File: src/rtl/font_loader_pkg.sv
// font_loader_pkg
//   Shared definitions for the font RAM loader: header command encodings,
//   loader state encoding and glyph geometry constants.
//   No ports (package).
package font_loader_pkg;

   localparam int ROWS_PER_GLYPH = 8;   // font rows per character cell
   localparam int GLYPH_COUNT    = 64;  // characters addressable by a 6-bit code
   localparam int ROW_BITS       = 3;   // width of the font row index

   // Header byte bits [7:6]
   typedef enum logic [1:0] {
      CMD_LOAD    = 2'b00,
      CMD_FILL    = 2'b01,
      CMD_CLEAR   = 2'b10,
      CMD_INVALID = 2'b11
   } cmd_e;

   typedef enum logic [2:0] {
      ST_IDLE       = 3'd0,
      ST_LOAD_ROW   = 3'd1,
      ST_FILL_BYTE  = 3'd2,
      ST_FILL_WRITE = 3'd3,
      ST_CLEAR      = 3'd4
   } state_e;

endpackage

File: src/rtl/font_ram_loader.sv
// font_ram_loader
//   Turns a byte stream of glyph commands into single-cycle write strobes for
//   the font RAM write port. Header byte = {command[1:0], char code[5:0]}.
//   LOAD takes 8 row bytes, FILL takes one pattern byte written to all rows,
//   CLEAR zeroes the whole RAM, the fourth encoding is dropped with cmd_error.
// Ports
//   clock, reset        : system clock, asynchronous active-high reset
//   in_data/in_valid    : stream byte and its valid
//   in_ready            : byte accepted when in_valid & in_ready
//   wr_en/wr_address/wr_data : registered font RAM write port,
//                         address = {char code, font row}, data bit 7 = column 0
//   busy                : loader is not idle
//   glyph_done          : pulse with the last write of a command
//   cmd_error           : pulse the cycle after an invalid header is accepted
module font_ram_loader
   import font_loader_pkg::*;
#(
   parameter int address_width = 9,
   parameter int data_width    = 8
) (
   input  logic                     clock,
   input  logic                     reset,
   input  logic [data_width-1:0]    in_data,
   input  logic                     in_valid,
   output logic                     in_ready,
   output logic                     wr_en,
   output logic [address_width-1:0] wr_address,
   output logic [data_width-1:0]    wr_data,
   output logic                     busy,
   output logic                     glyph_done,
   output logic                     cmd_error
);

   localparam int CODE_BITS = address_width - ROW_BITS;
   localparam logic [ROW_BITS-1:0]      ROW_LAST = ROW_BITS'(ROWS_PER_GLYPH - 1);
   localparam logic [address_width-1:0] CLR_LAST =
      address_width'(GLYPH_COUNT * ROWS_PER_GLYPH - 1);

   state_e                   state_q, state_d;
   logic [ROW_BITS-1:0]      row_q, row_d;
   logic [address_width-1:0] clr_q, clr_d;
   logic [CODE_BITS-1:0]     code_q, code_d;
   logic [data_width-1:0]    pat_q, pat_d;
   logic                     wr_en_q, wr_en_d;
   logic [address_width-1:0] wr_address_q, wr_address_d;
   logic [data_width-1:0]    wr_data_q, wr_data_d;
   logic                     glyph_done_q, glyph_done_d;
   logic                     cmd_error_q, cmd_error_d;
   logic                     transfer;

   // Ready depends only on state (and reset), never on in_valid.
   assign in_ready = ((state_q == ST_IDLE) || (state_q == ST_LOAD_ROW) ||
                      (state_q == ST_FILL_BYTE)) && !reset;
   assign transfer = in_valid && in_ready;
   assign busy     = (state_q != ST_IDLE);

   assign wr_en      = wr_en_q;
   assign wr_address = wr_address_q;
   assign wr_data    = wr_data_q;
   assign glyph_done = glyph_done_q;
   assign cmd_error  = cmd_error_q;

   always_ff @(posedge clock or posedge reset) begin
      if (reset) begin
         state_q      <= ST_IDLE;
         row_q        <= '0;
         clr_q        <= '0;
         code_q       <= '0;
         pat_q        <= '0;
         wr_en_q      <= 1'b0;
         wr_address_q <= '0;
         wr_data_q    <= '0;
         glyph_done_q <= 1'b0;
         cmd_error_q  <= 1'b0;
      end else begin
         state_q      <= state_d;
         row_q        <= row_d;
         clr_q        <= clr_d;
         code_q       <= code_d;
         pat_q        <= pat_d;
         wr_en_q      <= wr_en_d;
         wr_address_q <= wr_address_d;
         wr_data_q    <= wr_data_d;
         glyph_done_q <= glyph_done_d;
         cmd_error_q  <= cmd_error_d;
      end
   end

   always_comb begin
      state_d      = state_q;
      row_d        = row_q;
      clr_d        = clr_q;
      code_d       = code_q;
      pat_d        = pat_q;
      wr_en_d      = 1'b0;
      wr_address_d = wr_address_q;
      wr_data_d    = wr_data_q;
      glyph_done_d = 1'b0;
      cmd_error_d  = 1'b0;

      case (state_q)
         ST_IDLE: begin
            if (transfer) begin
               code_d = in_data[CODE_BITS-1:0];
               case (cmd_e'(in_data[7:6]))
                  CMD_LOAD: begin
                     row_d   = '0;
                     state_d = ST_LOAD_ROW;
                  end
                  CMD_FILL: begin
                     state_d = ST_FILL_BYTE;
                  end
                  CMD_CLEAR: begin
                     // Address 0 is written straight from the header so the
                     // 512 writes follow the header with no bubble.
                     wr_en_d      = 1'b1;
                     wr_address_d = '0;
                     wr_data_d    = '0;
                     clr_d        = address_width'(1);
                     state_d      = ST_CLEAR;
                  end
                  default: begin
                     cmd_error_d = 1'b1;
                  end
               endcase
            end
         end

         ST_LOAD_ROW: begin
            if (transfer) begin
               wr_en_d      = 1'b1;
               wr_address_d = {code_q, row_q};
               wr_data_d    = in_data;
               row_d        = row_q + 1'b1;
               if (row_q == ROW_LAST) begin
                  glyph_done_d = 1'b1;
                  state_d      = ST_IDLE;
               end
            end
         end

         ST_FILL_BYTE: begin
            if (transfer) begin
               // Row 0 goes out with the pattern byte; FILL_WRITE does rows 1..7.
               pat_d        = in_data;
               wr_en_d      = 1'b1;
               wr_address_d = {code_q, {ROW_BITS{1'b0}}};
               wr_data_d    = in_data;
               row_d        = ROW_BITS'(1);
               state_d      = ST_FILL_WRITE;
            end
         end

         ST_FILL_WRITE: begin
            // Row counter back at 0 means all eight rows have been issued.
            if (row_q == '0) begin
               state_d = ST_IDLE;
            end else begin
               wr_en_d      = 1'b1;
               wr_address_d = {code_q, row_q};
               wr_data_d    = pat_q;
               row_d        = row_q + 1'b1;
               glyph_done_d = (row_q == ROW_LAST);
            end
         end

         ST_CLEAR: begin
            if (clr_q == '0) begin
               state_d = ST_IDLE;
            end else begin
               wr_en_d      = 1'b1;
               wr_address_d = clr_q;
               wr_data_d    = '0;
               clr_d        = clr_q + 1'b1;
               glyph_done_d = (clr_q == CLR_LAST);
            end
         end

         default: begin
            state_d = ST_IDLE;
         end
      endcase
   end

endmodule

File: config.mk
export PLATFORM = sky130hd
export DESIGN_NAME = font_ram_loader
export DESIGN_NICKNAME = d
export VERILOG_FILES = /design/src/rtl/font_loader_pkg.sv /design/src/rtl/font_ram_loader.sv
export SDC_FILE = /design/constraint.sdc
export NUM_CORES = 1
export LEC_CHECK = 0
export CAP_MARGIN = 20
export CORE_UTILIZATION = 32
export CTS_BUF_LIST = sky130_fd_sc_hd__clkbuf_16
export CTS_CLUSTER_DIAMETER = 30
export DETAILED_ROUTE_END_ITERATION = 16
export PLACE_DENSITY = 0.6
export SLEW_MARGIN = 20
export SYNTH_ARGS = -nofsm -noshare
export SYNTH_HDL_FRONTEND = slang
export SYNTH_SLANG_ARGS = --single-unit
File: constraint.sdc
create_clock -name clock -period 3.37 [get_ports clock]
set_input_delay 0.337 -clock clock [delete_from_list [all_inputs] [get_ports clock]]
set_output_delay 0.337 -clock clock [all_outputs]
set_load 0.005 [all_outputs]
* After elaboration in Yosys (flattened, before gate mapping)
Index checks and enable logic that the tools add are counted.
Widths: inputs -> output; s select.
** Storage, ports and cells
- Logic and storage cells :: 100
- Output and inout port bits :: 22
- Bits of input ports :: 11
- Register bits after elaboration :: 49
** Operators by class
- Multiplexer cells :: 45
- Eq/ne operators :: 20
- Add/sub/neg operators :: 2
- Reductions and logical operators :: 23
** Operator list (count)
- $mux 9 :: 9
- $pmux 9 s5 :: 1
- $mux 8 :: 5
- $mux 3 :: 11
- $pmux 8 s4 :: 1
- $pmux 9 s2 :: 1
- $pmux 3 s5 :: 1
- $ne 2x2->1 const B :: 7
- $reduce_and 7->1 :: 2
- $mux 1 :: 12
- $pmux 3 s4 :: 1
- $reduce_and 6->1 :: 2
- $add 9x1->9 const B :: 1
- $eq 9x9->1 const B :: 1
- $logic_not 9->1 :: 1
- $pmux 3 s3 :: 1
- $ne 2x1->1 const B :: 4
- $reduce_bool 4->1 :: 2
- $eq 3x2->1 const B :: 2
- $eq 3x3->1 const B :: 2
- $logic_not 3->1 :: 2
- $reduce_bool 5->1 :: 1
- $ne 4x1->1 const B :: 1
- $pmux 1 s4 :: 1
- other kinds (15) :: 18

* Logic depth before layout (Yosys ltp)
Gate-level depths: netlist of run 1.
- Depth after elaboration :: 7
- Depth in mapped cells :: 7
- Mapped depth without buffers :: 6

* Worst setup path after synthesis of run 1
OpenSTA, ideal clock, no wires.
- Path type :: register to register
- Start point :: register clr_q[0]
- End point :: register clr_q[5]
- Data required time :: 3.304 ns
- Path slack :: 1.613 ns
- Buffers on the path :: 1
- Data arrival time :: 1.691 ns
- Period minus slack after synthesis :: 1.757 ns
- Stages on the path, launching flop included :: 8
- Library setup time :: 0.066 ns
- Cells stage by stage :: dfrtp_1 inv_1 ha_1 or4b_4 o21ai_4 o31a_1 buf_4 a22o_1
** Between the ends
- Longest elaborated chain between the ends :: 3
- Elaborated cells between the ends (all ways) :: 6
- Those cells by class :: add/sub (1); eq/ne (1); mux (2); reduce/logical (2)
** Ends and longest elaborated chain
- start, declared :: line font_ram_loader.sv:41 : logic [address_width-1:0] clr_q, clr_d;
- start signal, assigned :: line font_ram_loader.sv:78 : clr_q <= clr_d;
- $add 9x1->9 / $logic_not 9->1 (equally long branches) :: line font_ram_loader.sv:174, font_ram_loader.sv:168
- $mux 9 / $ne 2x2->1 (equally long branches)
- $pmux 9 s2 / $reduce_and 4->1 (equally long branches)
Parallel ways exist; a longest one is shown, timed or not. The select of a mux whose other input is x is not followed.
A chain may end at the register's enable or synchronous reset.

* Final worst setup path of run 1
- Start point :: register state_q[0]
- End point :: output port busy
** Between the ends
- Longest elaborated chain between the ends :: 1
** Ends and longest elaborated chain
- start, declared :: line font_ram_loader.sv:39 : state_e state_q, state_d;
- start signal, assigned :: line font_ram_loader.sv:76 : state_q <= state_d;
- $reduce_bool 3->1 :: line font_ram_loader.sv:55 : assign busy = (state_q != ST_IDLE);
- end, declared :: line font_ram_loader.sv:29 : output logic busy,
Every way passes these cells.

==> flow_summary.json, run 1 <==
{
  "grt_antenna_before_repair": 0,
  "required_ns": 3.03,
  "start_util": 0.331,
  "holdCritPathClass": "flip-flop to flip-flop",
  "cts_setup_buffers": 0,
  "power_density_nw_per_um2": 805,
  "cts_hold_buf": 0,
  "synth_top_area_cell": "dfrtp_1",
  "area_growth_syn_to_layout_pct": 19.8,
  "synth_async_sr_flop_share": 1.00,
  "hold_depth": 1,
  "skew_ns": 0.00277,
  "fillers": 798,
  "worstSetupPathType": "flip-flop to output pin",
  "grt_max_degree": 50,
  "synthTopCellsByArea": "dfrtp_1, ha_1, mux2_2, o211ai_1, nand2_1",
  "yosys_warnings": 0,
  "die_h_um": 94.2,
  "cts_sinks": 49,
  "synthMuxAreaShare": 0.0718,
  "grt_remaining_overflow": 0,
  "nNetsFinal": 317,
  "synth_cell_type_count": 53,
  "dp_hpwl_um": 4480,
  "synth_fp_nets": 291,
  "synth_area_per_cell_sq_um": 10.1,
  "max_stage_delay_ns": 0.86,
  "ios": 33,
  "synth_compound_area_frac": 0.224,
  "grt_pass1_wl_um": 10900,
  "clockPowerShare": 0.181,
  "cts_tree": "yes",
  "multi_input_area_sq_um": 1350,
  "hold_violations": 0,
  "drt_iter0_drc": 116,
  "drive_above_1_share": 0.108,
  "core-area_sq_um": 8220,
  "tightestPinTransition_ns": 0.879,
  "combinationalPowerShare": 0.425,
  "min_period_ns": 2.43,
  "cts_max_level": 2,
  "power_switching_mw": 1.01,
  "startpoint_type": "flip-flop",
  "cts_made_buffers": 5,
  "postCtsResizedCells": 0,
  "ys_top_cells_by_count": "dfrtp_1, nand2_1, inv_1, nand3_1, o211ai_1",
  "crit_path_top_delay_cell": "dfrtp_1",
  "internal_power_mw": 1.61,
  "netlist_area_sq_um": 2720,
  "synth_top_flop_cell": "dfrtp_1",
  "synth_top_area_share": 0.451,
  "fmax_mhz": 411,
  "slew_headroom": 0.414,
  "fin_tns_setup_ns": 0,
  "ff2ff_path_depth": 4,
  "core.rowCount": 33,
  "period_share": 0.722,
  "yosysMostFrequentCell": "dfrtp_1",
  "drt_wl_total_um": 6500,
  "rrSetupSlack_ns": 1.03,
  "die_w_um": 94.2,
  "ys_seq_area_frac": 0.451,
  "synth_top_family_by_area": "compound AO/OA/AOI/OAI gates",
  "regArea_sq_um": 1230,
  "clock_path_buffers": 2,
  "cp_max_fo": 21,
  "vdd.ir_drop.worst_v": 0.000300,
  "finalSetupViolCount": 0,
  "synth_seq_cells": 49,
  "outcome": "completed",
  "path_buf_inv": 1,
  "seqPwrFrac": 0.393,
  "crit_path_cell_trace": "nor2_1 > nand2_1 > clkdlybuf4s50_1",
  "dieArea_sq_um": 8870,
  "crit_arrival_ns": 2.09,
  "io_buffers": 32,
  "via_per_inst": 5.37,
  "synth_xor_area_frac": 0.00967,
  "crit_family": "flip-flops",
  "max_cap_violations": 0,
  "switching_share": 0.384,
  "clkTransAtPathRegs_ns": 0.06,
  "synth-simple-area-share": 0.139,
  "wl_per_cell_um": 16.2,
  "drc": 0,
  "num_vias": 2148,
  "root_buffer": "clkbuf_16",
  "syn_inst": 269,
  "fin_util": 0.396,
  "cp-end-kind": "output pin",
  "rsz0062_at_grt": "no",
  "dr.pass1.iters": 4,
  "grt.total_usage": 0.159,
  "grt_pass1_vias": 2064,
  "p_leak_nw": 1.42,
  "crit_cells": 3,
  "clk_latency_ns": 0.28,
  "gp_congestion": 0.841,
  "slew_violations": 0,
  "synthAdderAreaFrac": 0.0506,
  "ant_nets": 0,
  "antennaDiodeCount": 0,
  "synth_edf_count": 0
}
worst register-to-register path, cell delays in order (launching register included):
cell	delay [ns]
dfrtp_1	0.86
and4b_1	0.34
a21o_1	0.37
or2_0	0.49
o31ai_1	0.14
cell usage in the layout (no fill, tap or decap), types with 2 or more instances in the layout:
master,netlist,layout
nand3_1,16,16
mux2i_1,6,6
nand2_1,24,24
o31ai_1,9,9
nor2b_1,2,2
o31a_1,6,6
clkbuf_16,0,5
dfrtp_1,49,49
mux2_2,12,12
o21ai_4,2,2
a31oi_1,6,6
a211o_1,2,2
inv_1,18,18
a22o_1,4,4
o21ai_0,12,12
xor2_1,2,2
ha_1,11,11
clkdlybuf4s50_1,0,32
and2_1,2,2
and3_1,6,6
o211ai_1,14,14
a21oi_1,4,4
a22oi_1,5,5
buf_4,2,4
nor2_1,13,13
area by class of cell:
class | count | area share
Clock buffer | 5 | 0.0384
Clock inverter | 2 | 0.00231
Inverter | 18 | 0.0211
Multi-Input combinational cell | 185 | 0.413
Sequential cell | 49 | 0.377
Tap cell | 105 | 0.0404
Timing Repair Buffer | 36 | 0.108
state kept, by name, summed over array words and instances, names as in the netlist:
name	count
wr_address	9
glyph_done	1
clr_q	9
code_q	6
cmd_error	1
wr_en	1
row_q	3
wr_data	8
state_q	3
pat_q	8
power groups by stage:
stage,logic [mW],registers [mW],clock network (mW)
after floorplan,0.802,0.937,0
after global placement,1.10,1.03,0
after detailed placement,1.11,1.04,0
after CTS,1.12,1.03,0.484
after global routing,1.25,1.06,0.504
final,1.11,1.03,0.475
layer usage:
layer	routed length, um	GRT usage	vias to the layer above
li1	-	-	1036
met1	3280	0.242	1048
met2	2830	0.232	56
met3	327	0.0267	8
met4	53	0.0385	0
met5	0	0	-
logic make-up after synthesis:
| kind of cell | count (synthesis) |
|---|---|
| and+or+nand+nor | 74 |
| xor gates and xnor gates | 3 |
| muxes | 18 |
| adders and majority gates | 11 |
| buffers and inverters | 35 |
| DFF | 49 |
| AOI/OAI and AO/OA | 79 |
stage by stage:
step / worst slack (ns) / cells / total power, mW / hold WS, ns / cell area, sq um
after floorplan: 1.61 / 269 / 1.74 / 0.450 / 2720
after global placement: 0.936 / 393 / 2.13 / 0.487 / 3120
after detailed placement: 0.836 / 393 / 2.15 / 0.490 / 3120
after CTS: 0.925 / 400 / 2.63 / 0.502 / 3250
after global routing: 0.802 / 400 / 2.81 / 0.522 / 3250
final: 0.938 / 400 / 2.62 / 0.498 / 3250
worst paths after layout:
path                                     endpoint                    from
hold reg to reg             code_q[5]$_DFFE_PP0P_   code_q[5]$_DFFE_PP0P_
setup reg to reg           wr_data[4]$_DFFE_PP0P_  state_q[0]$_DFFE_PP0P_
max in group asynchronous    pat_q[7]$_DFFE_PP0P_                   reset
min in group asynchronous    row_q[0]$_DFFE_PP0P_                   reset
setup / recovery                             busy  state_q[0]$_DFFE_PP0P_
hold / removal              code_q[5]$_DFFE_PP0P_   code_q[5]$_DFFE_PP0P_
Power figures use the tool's default switching activity.
==> inputs of run 2 (changes only) <==
==> constraint.sdc (replaced) <==
create_clock -name clock -period 2.25 [get_ports clock]
set_input_delay 0.225 -clock clock [delete_from_list [all_inputs] [get_ports clock]]
set_output_delay 0.225 -clock clock [all_outputs]
set_load 0.005 [all_outputs]
==> flow_summary.json, run 2 (synthesis gave the netlist of run 1 again) <==
{
  "clkTransAtPathRegs_ns": 0.07,
  "cts_setup_buffers": 0,
  "period_share": 0.897,
  "cts_max_level": 2,
  "holdCritPathClass": "input port to async pin",
  "drt_iter0_drc": 107,
  "area_growth_syn_to_layout_pct": 25.6,
  "hold_violations": 0,
  "final_cell_area_sq_um": 3410,
  "dieArea_sq_um": 8870,
  "slew_violations": 0,
  "startpoint_type": "flip-flop",
  "grt_pass1_vias": 2195,
  "drive_above_1_share": 0.164,
  "gp_congestion": 0.833,
  "grt_max_degree": 26,
  "skew_ns": 0.00674,
  "outcome": "completed",
  "root_buffer": "clkbuf_16",
  "finalSetupViolCount": 0,
  "drt_wl_total_um": 6770,
  "ff2ff_path_depth": 7,
  "min_period_ns": 2.02,
  "grt_remaining_overflow": 0,
  "cts_tree": "yes",
  "power_density_nw_per_um2": 1210,
  "grt_antenna_before_repair": 0,
  "grt.total_usage": 0.167,
  "p_leak_nw": 1.50,
  "tightestPinTransition_ns": 0.517,
  "final_cell_mix": "dfrtp_1, clkdlybuf4s50_1, nand2_1",
  "antennaDiodeCount": 0,
  "start_util": 0.331,
  "rsz0062_at_grt": "no",
  "clk_latency_ns": 0.29,
  "ant_nets": 0,
  "placed_area_sq_um": 3260,
  "grt_pass1_wl_um": 11300,
  "clock_path_buffers": 2,
  "drc": 0,
  "fin_tns_setup_ns": 0,
  "io_buffers": 32,
  "die_w_um": 94.2,
  "cp_max_fo": 14,
  "core.rowCount": 33,
  "worstSetupPathType": "flip-flop to output pin",
  "final_common_cell": "dfrtp_1",
  "core-area_sq_um": 8220,
  "via_per_inst": 5.27,
  "num_vias": 2193,
  "dr.pass1.iters": 4,
  "ios": 33,
  "nNetsFinal": 332,
  "max_cap_violations": 0,
  "vdd.ir_drop.worst_v": 0.000449,
  "crit_arrival_ns": 1.79,
  "cts_made_buffers": 5,
  "fmax_mhz": 496,
  "wl_per_cell_um": 16.3,
  "slew_headroom": 0.655,
  "dp_hpwl_um": 4850,
  "cts_sinks": 49,
  "cp-end-kind": "output pin",
  "die_h_um": 94.2,
  "required_ns": 2.03
}
## run 2: cell count changes in the layout (fill, tap and decap cells not counted), sizes merged
| cell | before | now |
|---|---|---|
| inv | 18 | 20 |
| clkinv | 2 | 1 |
| buf | 4 | 19 |
## run 2: metrics by stage
stage               worst slack, ns  hold WS (ns)  utilization  power [mW]  instances
floorplan                     0.493         0.376            -        2.60        269
global placement              0.152         0.486        0.397        3.32        408
detailed placement           0.0833         0.491        0.397        3.36        408
CTS                          0.0875         0.271        0.415        4.17        416
global route                 0.0848         0.281        0.416        4.46        416
finish                        0.233         0.258        0.416        4.14        416
## run 2: cell type report
cell class	instances	area, sq um
Inverter	18	67.6
Timing Repair Buffer	51	488
Clock inverter	3	28.8
Tap cell	105	131
Sequential cell	49	1230
Clock buffer	5	125
Fill cell	810	4800
Multi-Input combinational cell	185	1350
## run 2: repair_timing
| action | 4_1_cts | 5_1_grt |
|---|---|---|
| endpoints found under the setup margin | 0 | 1 |
| hold buffers | 0 | 0 |
| gates resized for setup | 0 | 1 |
## run 2: worst max-delay path, cell delays in order (launching register included)
cell and delay (ns):
dfrtp_1 0.57, nor2_2 0.37, nand2_1 0.10, clkdlybuf4s50_1 0.45
## run 2: final timing paths
check	slack, ns	end	startpoint
setup / recovery	0.23	busy	state_q[0]$_DFFE_PP0P_
hold / removal	0.26	glyph_done$_DFF_PP0_	reset
setup reg to reg	0.24	clr_q[7]$_DFFE_PP0P_	clr_q[1]$_DFFE_PP0P_
hold reg to reg	0.50	code_q[5]$_DFFE_PP0P_	code_q[5]$_DFFE_PP0P_
max in group asynchronous	1.49	wr_address[3]$_DFFE_PP0P_	reset
min in group clock	0.50	code_q[5]$_DFFE_PP0P_	code_q[5]$_DFFE_PP0P_
## run 2: power by group
| group | total [mW] | switching, mW | internal, mW |
|---|---|---|---|
| combinational | 1.85 | 0.929 | 0.921 |
| clock | 0.792 | 0.365 | 0.427 |
| sequential | 1.50 | 0.297 | 1.21 |
## run 2: layer usage
metal / vias up / track usage / routed length, um
met3: 7 / 0.0291 / 182
met5: - / 0 / 0
li1: 1064 / - / -
met1: 1089 / 0.236 / 3350
met4: 0 / 0.0474 / 69
met2: 33 / 0.261 / 3170
==> inputs of run 3 (changes only) <==
--- a/config.mk
+++ b/config.mk
@@ -5,13 +5,12 @@
 export SDC_FILE = /design/constraint.sdc
 export NUM_CORES = 1
 export LEC_CHECK = 0
-export CAP_MARGIN = 20
+export CAP_MARGIN = 0
 export CORE_UTILIZATION = 32
 export CTS_BUF_LIST = sky130_fd_sc_hd__clkbuf_16
 export CTS_CLUSTER_DIAMETER = 30
 export DETAILED_ROUTE_END_ITERATION = 16
 export PLACE_DENSITY = 0.6
-export SLEW_MARGIN = 20
 export SYNTH_ARGS = -nofsm -noshare
 export SYNTH_HDL_FRONTEND = slang
 export SYNTH_SLANG_ARGS = --single-unit
==> results of run 3 <==
Same layout as run 2: the final DEF is identical, and so are final timing and power.
